$ cat src/rtl/sat_counter.sv
// Up-counter with synchronous clear that sticks at all-ones instead of wrapping.
module sat_counter #(
    parameter int WIDTH = 32
) (
    input  logic             clk,
    input  logic             clear,
    input  logic             increment,
    output logic [WIDTH-1:0] value
);

    function automatic logic [WIDTH-1:0] sat_inc(input logic [WIDTH-1:0] v);
        return (&v) ? v : v + WIDTH'(1);
    endfunction

    // Clear has priority; otherwise count up and hold at the ceiling.
    always_ff @(posedge clk) begin
        if (clear) begin
            value <= '0;
        end else if (increment) begin
            value <= sat_inc(value);
        end
    end

endmodule

$ cat config.mk
export PLATFORM = sky130hd
export DESIGN_NAME = sat_counter
export DESIGN_NICKNAME = d
export VERILOG_FILES = /design/src/rtl/sat_counter.sv
export SDC_FILE = /design/constraint.sdc
export NUM_CORES = 1
export LEC_CHECK = 0
export ABC_AREA = 1
export CAP_MARGIN = 5
export CORE_ASPECT_RATIO = 0.6
export CORE_MARGIN = 3
export CORE_UTILIZATION = 57
export DETAILED_ROUTE_END_ITERATION = 8
export PLACE_DENSITY_LB_ADDON = 0.2
export SYNTH_ARGS = -nofsm -noshare
export SYNTH_HDL_FRONTEND = slang
export SYNTH_SLANG_ARGS = --single-unit
$ cat constraint.sdc
create_clock -name clk -period 4 [get_ports clk]
set_clock_uncertainty 0.15 [all_clocks]
set_input_delay 0.8 -clock clk [delete_from_list [all_inputs] [get_ports clk]]
set_output_delay 0.8 -clock clk [all_outputs]
set_load 0.03 [all_outputs]
==> results.toml <==
[clock_tree]
cts_root_buf = "clkbuf_8"
htree_num_levels = 2
worstSkewPairLatency_ps = 280
cts_tree = "built"
numCtsBuffers = 5
cts_max_path_buffers = 2
hold_buffers = 0
post_cts_buffers = 0
path_clk_slew_ps = 70
cts.repair.resized = 0
clock-sinks = 32

[power_and_ir_drop]
leakage_nw = 0.794
pwr_density_cell_nw_per_um2 = 251
ir_drop_mv = 0.190

[logic_synthesis]
ys_ff_latch = 32
seq_area_frac_synth_pct = 31.4
synth_cell_types = 28
postSynthCellCount = 318
synth_nets = 322
synth_top_area_share_pct = 31.4
synth_edf_count = 0
postSynth.asyncResetShare_pct = 0
netlist_area_um2 = 2040
yosysTopAreaCell = "dfxtp_1"
yosysWarnings = 0
synth.avg_cell_area_um2 = 6.42
yosys-top-cells-count = "81 x nand2_1, 72 x nor2_1, 32 x dfxtp_1"
yosys-top-cells-area = "dfxtp_1 31%, nand2_1 15%, nor2_1 13%"
synth_flop_cell = "dfxtp_1"
synth_most_common_cell = "nand2_1"

[route]
first_iter_violations = 159
post_drt_wl_per_cell_um = 14.7
dr_wl_met3_um = 627
ant_nets = 0
dr.pass1.iters = 5
route.met2.wl_um = 2290
via_per_inst = 5.61
met1_length_um = 2860
finalWirelength_um = 5810
top_layer = "met4"
drc = 0
vias = 2220

[timing]
tightest_slew_ps = 812
totalNegativeSetupSlack_ps = 0
hold_viol = 0
rsz0062_at_grt = "false"
fmax_mhz = 363
final-max-slew-violation-count = 0
setup_viol = 0
timing.final.crit_period_ps = 2760
finalCritPeriodShare_pct = 69.0
relSlewSlack_pct = 45.5

[finish]
final-seq-area_um2 = 641
largest_reg_flops = 32
diodes = 0
final.fill_count = 282
regMostFlops = "value"
final_cell_count_no_fill = 396
reg.largest.list = "value: 32 flops"
fin_nets = 354
layout-drive-gt1-share_pct = 9.40
syn2layout_area_growth_pct = 19.4
multi_input_area_um2 = 1230

[global_routing]
grt_pass1_vias = 1925
grt_max_degree = 31
grt_pass1_wl_um = 9630
overflow = 0
antenna_found_initial = 0
grt_usage_pct = 28.5

[min_path]
holdCritPathClass = "register to register"
hold_depth = 2

[floorplan]
num_io_pins = 35
dieWidth_um = 83.3
start_util_pct = 61.1
num_rows = 16
core_area_um2 = 3340
die_h_um = 52.4
die_area_um2 = 4360

[placement]
dp_cells = 388
numPortBuffers = 34
globalplace.congestion = 0.948
hpwl_um = 4460

[critical_path]
crit_type = "input pin to register"
cp-start-kind = "input pin"
critical_path_arrival_ps = 2830
crit_required_ps = 4070
crit_fanout = 16
slowest_delay_ps = 900
cp_cell_sequence = "clkdlybuf4s50_1 -> inv_2 -> nor2_1 -> nand2_1 -> nor2_2 -> nand3_1 -> nand2_1 -> nand2_1 -> nor2_1"
slowest_stage = "clkdlybuf4s50_1"
timing.reg2reg.worst_path_depth = 10
crit_top_cell = "nand2_1"
critical_path.endpoint_type = "register"

[status]
status = "finished clean"

[run]
drv_cap = 0
[logic make-up (layout without fill, tap and decap cells)]
group / count (synthesis) / in the layout / share of synthesized area, %
DFF: 32 / 32 / 31.4
and+or+nand+nor: 227 / 227 / 52.1
buffers and inverters: 31 / 64 / 8.52
xor gates and xnor gates: 3 / 3 / 1.29
adders and majority gates: 1 / 1 / 0.613
AOI/OAI and AO/OA: 24 / 24 / 6.07
[where the power goes]
group | internal (mW) | total, mW | switching (mW)
sequential | 0.320 | 0.323 | 0.00256
combinational | 0.0101 | 0.0293 | 0.0191
clock | 0.140 | 0.259 | 0.119
[through the flow]
step	hold slack (ps)	utilization (%)	worst slack (ps)	power (mW)	area, um^2
2_1_floorplan	464	-	2060	0.351	2040
3_3_place_gp	355	70.2	1120	0.358	2350
3_5_place_dp	369	70.2	981	0.359	2350
4_1_cts	379	72.9	1260	0.613	2440
5_1_grt	422	72.9	1090	0.634	2440
6_report	379	72.9	1240	0.612	2440
[worst max-delay path, delay by kind of cell]
family        cells  cell delay, ps
buf+inv           2            1100
simple gates      7             930
[routing by layer]
layer | global-route usage, % | vias up
met2 | 40.2 | 109
met4 | 7.61 | 0
li1 | - | 1093
met3 | 7.54 | 4
met5 | 0 | -
met1 | 42.2 | 1014
[worst paths after layout]
check | from | to | slack (ps)
worst max-delay path | increment | value[23]$_SDFFE_PP0P_ | 1240
worst max register to register | value[0]$_SDFFE_PP0P_ | value[23]$_SDFFE_PP0P_ | 1810
worst min-delay path | value[1]$_SDFFE_PP0P_ | value[1]$_SDFFE_PP0P_ | 380
worst min register to register | value[1]$_SDFFE_PP0P_ | value[1]$_SDFFE_PP0P_ | 380
[area by class of cell]
| type | count | share of cell area (%) |
|---|---|---|
| clock buffers | 8 | 3.70 |
| multi-input cells | 255 | 50.4 |
| flip-flops and latches | 32 | 26.3 |
| repair buffers | 34 | 14.0 |
| inverters | 22 | 3.39 |
| well taps | 45 | 2.31 |
[cells in the final DEF, fill, tap and decap left out, drive strengths merged]
| cell | Yosys | routed |
|---|---|---|
| nand3 | 32 | 32 |
| nand3b | 3 | 3 |
| o21ai | 1 | 1 |
| a21oi | 20 | 20 |
| xnor2 | 1 | 1 |
| a31oi | 3 | 3 |
| nand2 | 88 | 88 |
| clkbuf | 0 | 8 |
| ha | 1 | 1 |
| inv | 21 | 21 |
| nor3 | 6 | 6 |
| clkinv | 1 | 1 |
| nor2 | 84 | 84 |
| xor2 | 2 | 2 |
| nand4 | 13 | 13 |
| dfxtp | 32 | 32 |
| nor2b | 1 | 1 |
| clkdlybuf4s50 | 0 | 34 |
(Power assumes the default switching activity.)
